--- src/rtl/imem_loader.sv ---
// imem_loader
// Receives a program image as a byte stream and writes it, one word at a
// time, into the instruction memory write port. The core is held in reset
// until the whole image is in memory.
//
// Stream format: 4-byte little-endian word count LEN, then LEN words of
// 4 little-endian bytes each.
//
// Ports:
//   clk       system clock, rising edge
//   rst       synchronous active-high reset
//   in_valid  byte source has a byte on in_data
//   in_data   stream byte
//   in_ready  loader accepts a byte this cycle
//   we        imem write enable, one-cycle pulse per word
//   waddr     imem word address (holds last value when we=0)
//   wdata     imem write data (holds last value when we=0)
//   core_rst  reset to the core, low only once loading is complete
//   done      image fully written (sticky until rst)
//   err       header length illegal (sticky until rst)
module imem_loader #(
  parameter int DATA_WIDTH      = 32,
  parameter int IMEM_ADDR_WIDTH = 10
) (
  input  logic                       clk,
  input  logic                       rst,
  input  logic                       in_valid,
  input  logic [7:0]                 in_data,
  output logic                       in_ready,
  output logic                       we,
  output logic [IMEM_ADDR_WIDTH-1:0] waddr,
  output logic [DATA_WIDTH-1:0]      wdata,
  output logic                       core_rst,
  output logic                       done,
  output logic                       err
);

  localparam int unsigned MAX_WORDS = 2 ** IMEM_ADDR_WIDTH;
  localparam logic [IMEM_ADDR_WIDTH:0] CNT_ONE = 1;

  typedef enum logic [2:0] {
    S_HDR,
    S_LOAD,
    S_FLUSH,
    S_DONE,
    S_ERR
  } state_t;

  state_t                     state_q;
  logic [1:0]                 byteCnt_q;
  // One bit wider than the address so a count of MAX_WORDS is representable.
  logic [IMEM_ADDR_WIDTH:0]   wordCnt_q;
  logic [IMEM_ADDR_WIDTH:0]   len_q;
  logic [DATA_WIDTH-1:0]      asm_q;
  logic                       we_q;
  logic [IMEM_ADDR_WIDTH-1:0] waddr_q;
  logic [DATA_WIDTH-1:0]      wdata_q;
  logic                       coreRst_q;
  logic                       done_q;
  logic                       err_q;

  logic                       accept;
  logic [DATA_WIDTH-1:0]      asm_d;
  logic [IMEM_ADDR_WIDTH:0]   wordCntInc;

  // in_ready is combinational so that a byte is never accepted during rst
  // and never accepted in the cycle the FSM leaves HDR/LOAD.
  assign in_ready = ~rst & ((state_q == S_HDR) | (state_q == S_LOAD));
  assign accept   = in_valid & in_ready;

  // asm_d is the assembly register with the incoming byte merged into its
  // little-endian lane; when byteCnt_q is 3 it is the completed word.
  always_comb begin
    asm_d = asm_q;
    asm_d[{byteCnt_q, 3'b000} +: 8] = in_data;
    wordCntInc = wordCnt_q + CNT_ONE;
  end

  always_ff @(posedge clk) begin
    if (rst) begin
      state_q   <= S_HDR;
      byteCnt_q <= '0;
      wordCnt_q <= '0;
      len_q     <= '0;
      asm_q     <= '0;
      we_q      <= 1'b0;
      waddr_q   <= '0;
      wdata_q   <= '0;
      coreRst_q <= 1'b1;
      done_q    <= 1'b0;
      err_q     <= 1'b0;
    end else begin
      we_q <= 1'b0;
      case (state_q)
        S_HDR: begin
          if (accept) begin
            asm_q     <= asm_d;
            byteCnt_q <= byteCnt_q + 2'd1;
            if (byteCnt_q == 2'd3) begin
              wordCnt_q <= '0;
              if (asm_d[31:0] == 32'd0) begin
                // Empty image: nothing to write, release the core now.
                state_q   <= S_DONE;
                done_q    <= 1'b1;
                coreRst_q <= 1'b0;
              end else if (asm_d[31:0] > MAX_WORDS) begin
                state_q <= S_ERR;
                err_q   <= 1'b1;
              end else begin
                state_q <= S_LOAD;
                len_q   <= asm_d[IMEM_ADDR_WIDTH:0];
              end
            end
          end
        end
        S_LOAD: begin
          if (accept) begin
            asm_q     <= asm_d;
            byteCnt_q <= byteCnt_q + 2'd1;
            if (byteCnt_q == 2'd3) begin
              we_q      <= 1'b1;
              waddr_q   <= wordCnt_q[IMEM_ADDR_WIDTH-1:0];
              wdata_q   <= asm_d;
              wordCnt_q <= wordCntInc;
              // FLUSH carries the final write pulse before DONE.
              if (wordCntInc == len_q) begin
                state_q <= S_FLUSH;
              end
            end
          end
        end
        S_FLUSH: begin
          state_q   <= S_DONE;
          done_q    <= 1'b1;
          coreRst_q <= 1'b0;
        end
        S_DONE, S_ERR: begin
          state_q <= state_q;
        end
        default: begin
          state_q <= S_HDR;
        end
      endcase
    end
  end

  assign we       = we_q;
  assign waddr    = waddr_q;
  assign wdata    = wdata_q;
  assign core_rst = coreRst_q;
  assign done     = done_q;
  assign err      = err_q;

endmodule

--- config.mk ---
export PLATFORM = sky130hd
export DESIGN_NAME = imem_loader
export DESIGN_NICKNAME = d
export VERILOG_FILES = /design/src/rtl/imem_loader.sv
export SDC_FILE = /design/constraint.sdc
export NUM_CORES = 1
export LEC_CHECK = 0
export CAP_MARGIN = 20
export CORE_UTILIZATION = 51
export CTS_CLUSTER_DIAMETER = 100
export DETAILED_ROUTE_END_ITERATION = 10
export GPL_TIMING_DRIVEN = 0
export PLACE_DENSITY = 0.77
export SLEW_MARGIN = 20
export SYNTH_ARGS = -nofsm -noshare
export SYNTH_HDL_FRONTEND = slang
export SYNTH_SLANG_ARGS = --single-unit
--- constraint.sdc ---
create_clock -name clk -period 2.8 [get_ports clk]
set_input_delay 0.56 -clock clk [delete_from_list [all_inputs] [get_ports clk]]
set_output_delay 0.56 -clock clk [all_outputs]
set_load 0.02 [all_outputs]
==> metrics.yaml, run 1 <==
finish:
  antenna_cells: 0
  post-route-util: 0.656
  final_cells: 799
  finalNetCount: 684
  area_growth_pct: 23.4
  nFillCells: 812
  postLayoutCellArea_um2: 6150
  drive_above_1_share: 0.0910
synth:
  synthCells: 590
  synthTopCellsByCount: "105 x dfxtp_1, 91 x nor2_1, 65 x a211oi_1, 41 x nand2_1, 41 x nor2b_1"
  synth_seq_cells: 105
  synthTopCellsByArea: "dfxtp_1 42%, a211oi_1 9.8%, nor2_1 6.9%"
  synth_top_area_cell: "dfxtp_1"
  synth_area_um2: 4980
  ys_seq_area_frac: 0.422
  yosys_warnings: 0
  synth_ff_type: "dfxtp_1"
  yosys.cell_types.count: 58
  synth-edff-count: 0
  postSynth.asyncResetShare: 0
  synth_top_area_frac: 0.422
  avgSynthCellArea_um2: 8.45
  synth_nets: 608
  yosysMostFrequentCell: "dfxtp_1"
die:
  fp-row-count: 35
  coreArea_um2: 9370
  die_area_um2: 10200
  initial_core_util: 0.532
  die_y_um: 101
  io-pin-count: 58
  die_x_um: 101
routing:
  via_count: 4626
  drt_wl_total_mm: 13.5
  wl_per_cell_um: 16.9
  viasPerCell: 5.79
  detail-route-antenna-nets: 0
  drc_errors: 0
  first_pass_iters: 5
  drt-initial-drc-count: 342
pwr:
  p_leak_nw: 2.08
  p_int_mw: 2.05
  clock_power_share: 0.292
  ir_drop_uv: 359
  power_density_nw_per_um2: 467
  power_switching_share: 0.288
  seqPwrFrac: 0.540
  switchingPower_mw: 0.827
  total_power_mw: 2.88
  pwr-share-comb: 0.169
clock_tree:
  clk_pin_slew_ns: 0.09
  cts_buffers: 9
  cts_tree: "built"
  postCtsHoldBufs: 0
  clkSinkCount: 105
  root_buffer: "clkbuf_8"
  cts_max_level: 3
  clk_latency_ns: 0.37
  clockBufferDepth: 2
worst_hold_path:
  hold_path_depth: 2
  hp-start: "err"
  hold_class: "reg2reg"
  whs_endpoint: "err"
global_routing:
  grt_usage: 0.277
  gr-total-overflow: 0
  grt_pass1_wl_mm: 21.8
  grt_max_degree: 16
  grt_antenna_before_repair: 0
  grt_pass1_vias: 4325
sta:
  post-route-min-period_ns: 2.74
  layout_setup_ws_ns: 0.0637
  slew_viol_final: 0
  max_freq_mhz: 365
  post-route-period-util: 0.977
  tightestPinTransition_ns: 0.852
  hold_violations: 0
  timing.hold.ws_ns: 0.455
  setup_violations: 0
  fin_setup_tns_ns: 0
  fin_skew_ns: 0.00897
  relSlewSlack: 0.432
placed_design:
  finalWeightedCongestion: 0.883
  placed_area_um2: 5720
  preCtsSetupSlack_ns: -0.437
  dp_hpwl_mm: 9.50
  io_buffers: 57
  dpl.cell_count: 776
setup_path:
  worst_r2r_endpoint: "core_rst"
  path_class: "in2reg"
  worst_setup_path_start_kind: "input pin"
  endpoint_kind: "flip-flop"
  reg2regPathDepth: 10
  required_ns: 3.07
  worstPathArrival_ns: 3.00
  r2r_setup_slack_ns: 0.07
  crit_path_start: "in_data[6]"
  cp_max_fo: 7
  reg2reg_from: "byteCnt_q[0]"
run_status:
  run_status: "finished, final reports clean"
job:
  max-cap-violations: 0
## worst max-delay path, cell delays in order
cell	delay, ns
clkdlybuf4s50_1	0.60
nor4_4	0.38
nor2_1	0.13
nor4_4	0.35
nand4_4	0.21
or3_1	0.41
a311o_1	0.35
## sequential cells by signal, indices dropped and copies added (netlist names)
register,flops
asm_q,32
byteCnt_q,2
core_rst,1
done,1
err,1
len_q,11
state_q,3
waddr,10
wdata,32
we,1
wordCnt_q,11
## cell families (layout without fill, tap and decap cells)
kind of cell / Yosys count / count (layout) / synth area share
AOI/OAI and AO/OA: 163 / 163 / 0.219
and+or+nand+nor: 229 / 229 / 0.235
buffers and inverters: 54 / 134 / 0.0469
muxes: 11 / 11 / 0.0233
xor gates and xnor gates: 21 / 21 / 0.0369
DFF: 105 / 105 / 0.422
adders and majority gates: 7 / 7 / 0.0176
## placed cells by master (no fill, tap or decap), types with 4 or more instances in the layout
| cell type | synthesis | final |
|---|---|---|
| a211oi_1 | 65 | 65 |
| a21oi_1 | 30 | 30 |
| a31oi_1 | 19 | 13 |
| a31oi_4 | 0 | 4 |
| and3_1 | 8 | 8 |
| buf_1 | 10 | 9 |
| buf_4 | 2 | 10 |
| clkbuf_1 | 30 | 29 |
| clkbuf_8 | 0 | 10 |
| clkdlybuf4s50_1 | 0 | 56 |
| dfxtp_1 | 105 | 104 |
| ha_1 | 7 | 5 |
| inv_1 | 7 | 5 |
| mux2i_1 | 6 | 6 |
| nand2_1 | 41 | 41 |
| nand2b_1 | 6 | 6 |
| nand3_1 | 6 | 6 |
| nor2_1 | 91 | 91 |
| nor2b_1 | 41 | 40 |
| nor3_1 | 5 | 4 |
| nor4_1 | 5 | 4 |
| o21ai_0 | 20 | 20 |
| o31ai_1 | 6 | 6 |
| xnor2_1 | 13 | 13 |
| xor2_1 | 8 | 8 |
## routing by layer
layer	vias to the layer above	wire (µm)	track usage
li1	2246	-	-
met1	2193	5970	0.361
met2	157	6520	0.468
met3	30	736	0.0409
met4	0	295	0.0970
met5	-	0	0
## what timing repair did
action                                  in CTS  in global routing
resized for setup                           23                 23
pin swaps                                    4                  8
buffers inserted                             5                  3
gates cloned                                 1                  0
endpoints found under the setup margin      16                 14
## power by group through the flow
stage                     registers [mW]  logic [mW]  clock network, mW
after floorplan                     1.58       0.280                  0
after global placement              1.58       0.388                  0
after detailed placement            1.59       0.396                  0
after CTS                           1.55       0.438              0.847
after global routing                1.56       0.517              0.916
final                               1.55       0.485              0.838
## worst max path at each step
stage | to | slack [ns] | cells after the start
final | core_rst | 0.06 | 7
after global routing | len_q[1] | -0.006 | 11
after global placement | in_ready | -0.40 | 5
after CTS | state_q[2] | 0.004 | 11
after detailed placement | state_q[0] | -0.44 | 8
after floorplan | core_rst | 0.09 | 11
## final cells by class
cell class | count | area [µm²] | share of cell area
tap | 129 | 161 | 0.0262
multi-input combinational | 431 | 2830 | 0.460
timing repair buffer | 66 | 649 | 0.106
inverter | 8 | 33.8 | 0.00549
clock buffer | 12 | 145 | 0.0236
buffer | 45 | 206 | 0.0336
clock inverter | 3 | 17.5 | 0.00285
sequential | 105 | 2110 | 0.342
Note: power is estimated with default switching activity, not from simulation.
==> run 2: changes to the inputs <==
==> constraint.sdc (replaced) <==
create_clock -name clk -period 2.41 [get_ports clk]
set_input_delay 0.482 -clock clk [delete_from_list [all_inputs] [get_ports clk]]
set_output_delay 0.482 -clock clk [all_outputs]
set_load 0.02 [all_outputs]
==> run 2 against run 1 <==
- the flow now finishes with violations (setup timing)
- sequential cell count unchanged
- worst hold slack better by 0.0054 ns
- power is 21% higher
- wire length up 2.0%
- first-iteration DRC count is 29% lower
- combinational power rose by 27%
- count of clock-buffer cells in the layout decreased by 2
- critical path depth up 3
- clock skew rose by 0.0098 ns
- worst setup slack got worse by 0.092 ns
- critical path type unchanged
- critical endpoint is now len_q[4]
==> metrics.yaml, run 2 (same netlist as run 1, synthesis figures left out) <==
sta:
  relSlewSlack: 0.464  # was 0.432
  max_freq_mhz: 410
  hold_violations: 0  # unchanged
  setup_violations: 9  # was 0
  post-route-period-util: 1.01
  grt_setup_unrepaired: "yes"
  layout_setup_ws_ns: -0.0283  # was 0.0637 ns
  slew_viol_final: 0  # unchanged
  fin_skew_ns: 0.0187  # was 0.00897 ns
  post-route-min-period_ns: 2.44
  tightestPinTransition_ns: 0.803  # was 0.852 ns
routing:
  met2_length_mm: 6.46  # was 6.52 mm
  drc_errors: 0  # unchanged
  highest_layer: "met4"  # unchanged
  drt-initial-drc-count: 244  # was 342
  first_pass_iters: 5  # unchanged
  detail-route-antenna-nets: 0  # unchanged
  met3_length_um: 753  # was 736 µm
  wl_met1_mm: 6.25  # was 5.97 mm
  viasPerCell: 5.76  # was 5.79
  via_count: 4644  # was 4626
  wl_per_cell_um: 17.1  # was 16.9 µm
  drt_wl_total_mm: 13.8  # was 13.5 mm
setup_path:
  r2r_setup_slack_ns: -0.02  # was 0.07 ns
  worst_setup_path_start_kind: "input pin"  # unchanged
  worstPathArrival_ns: 2.73  # was 3.00 ns
  path_common_cell: "buf_6"  # was nor4_4
  path_class: "in2reg"  # unchanged
  cp_max_fo: 4  # was 7
  required_ns: 2.71  # was 3.07 ns
  endpoint_kind: "flip-flop"  # unchanged
  cp_cell_sequence: "clkdlybuf4s50_1, nor4_4, nand2_1, a211oi_4, xnor2_1, nor3_4, buf_6, buf_6, buf_6, mux2i_1"  # was clkdlybuf4s50_1, nor4_4, nor2_1, nor4_4, nand4_4, or3_1, a311o_1
  slowest_stage: "clkdlybuf4s50_1"  # unchanged
  max_stage_delay_ns: 0.54  # was 0.60 ns
clock_tree:
  root_buffer: "clkbuf_8"  # unchanged
  clockBufferDepth: 2  # unchanged
  cts_buffers: 9  # unchanged
  clkSinkCount: 105  # unchanged
  cts_max_level: 3  # unchanged
  clk_latency_ns: 0.37  # about the same
  clk_pin_slew_ns: 0.12  # was 0.09 ns
  cts_tree: "built"  # unchanged
finish:
  drive_above_1_share: 0.134  # was 0.0910
  seq_area_um2: 2110  # about the same
  finalNetCount: 690  # was 684
  postLayoutCellArea_um2: 6390  # was 6150 µm²
  area_growth_pct: 28.2  # was 23.4%
  final_cells: 806  # was 799
  layout_common_cells: "103 x dfxtp_1, 90 x nor2_1, 65 x a211oi_1, 50 x clkdlybuf4s50_1, 41 x nand2_1"  # was 104 x dfxtp_1, 91 x nor2_1, 65 x a211oi_1, 56 x clkdlybuf4s50_1, 41 x nand2_1
  multiInputGateArea_um2: 2940  # was 2830 µm²
  antenna_cells: 0  # unchanged
  nFillCells: 786  # was 812
  final_common_cell: "dfxtp_1"  # unchanged
  post-route-util: 0.682  # was 0.656
global_routing:
  grt_usage: 0.281  # was 0.277
  gr-total-overflow: 0  # unchanged
  grt_antenna_before_repair: 0  # unchanged
  grt_pass1_wl_mm: 22.1  # was 21.8 mm
  grt_max_degree: 19  # was 16
  grt_pass1_vias: 4397  # was 4325
placed_design:
  dpl.cell_count: 776  # unchanged
  dp_hpwl_mm: 9.68  # was 9.50 mm
  finalWeightedCongestion: 0.934  # was 0.883
  io_buffers: 57  # unchanged
  placed_area_um2: 5810  # was 5720 µm²
run_status:
  violations: "setup timing"
  run_status: "finished, violations left"  # was finished, final reports clean
die:
  die_area_um2: 10200  # unchanged
  coreArea_um2: 9370  # unchanged
  io-pin-count: 58  # unchanged
  die_x_um: 101  # unchanged
  initial_core_util: 0.532  # unchanged
  die_y_um: 101  # unchanged
  fp-row-count: 35  # unchanged
worst_hold_path:
  hold_class: "reg2reg"  # unchanged
pwr:
  power_density_nw_per_um2: 545  # was 467 nW/µm²
  ir_drop_uv: 421  # was 359 µV
  p_leak_nw: 2.17  # was 2.08 nW
job:
  max-cap-violations: 0  # unchanged
[run 2: power breakdown]
part	internal [mW]	leakage (nW)	switching, mW
Clock	0.416	0.0859	0.649
Combinational	0.249	1.23	0.365
Sequential	1.77	0.852	0.0319
Total	2.44	2.17	1.05
[run 2: worst paths after layout]
check | end | from | depth (start not counted)
hold / removal | waddr[2] | waddr[2] | 2
setup / recovery | len_q[4] | in_data[3] | 10
setup reg to reg | state_q[2] | byteCnt_q[0] | 11
hold reg to reg | waddr[2] | waddr[2] | 2
[run 2: what timing repair did]
| action | 4_1_cts | 5_1_grt |
|---|---|---|
| pin swaps | 13 | 9 |
| hold endpoints to repair | 0 | 0 |
| resized for setup | 44 | 34 |
| buffers inserted | 15 | 2 |
| endpoints found under the setup margin | 64 | 28 |
| cloned | 1 | 0 |
| hold buffers | 0 | 0 |
[run 2: worst max-delay path: cells and delay by family]
family | cells | cell delay, ns
XOR/XNOR | 1 | 0.16
buffers and inverters | 4 | 0.88
multiplexers | 1 | 0.16
AND/OR/NAND/NOR | 3 | 0.69
AO/OA/AOI/OAI | 1 | 0.36
[run 2: final cells by class]
| class | count | area share |
|---|---|---|
| inverters | 8 | 0.00665 |
| repair buffers | 75 | 0.114 |
| flip-flops and latches | 105 | 0.330 |
| well taps | 129 | 0.0252 |
| plain buffers | 42 | 0.0356 |
| clock inverters | 6 | 0.00763 |
| multi-input cells | 431 | 0.460 |
| clock buffers | 10 | 0.0215 |
[run 2: metrics by stage]
step	hold slack, ns	setup TNS [ns]	total power [mW]	worst slack, ns
floorplan	0.461	-0.0209	2.18	-0.00419
global placement	0.434	-42.60	2.32	-0.721
detailed placement	0.446	-43.85	2.32	-0.713
CTS	0.462	-0.150	3.45	-0.0311
global route	0.475	-0.993	3.61	-0.105
finish	0.460	-0.160	3.48	-0.0283
[run 2: routing by layer]
layer / global-route usage / up-vias
met4: 0.107 / 0
li1: - / 2268
met2: 0.455 / 171
met3: 0.0492 / 24
met1: 0.373 / 2181
met5: 0 / -
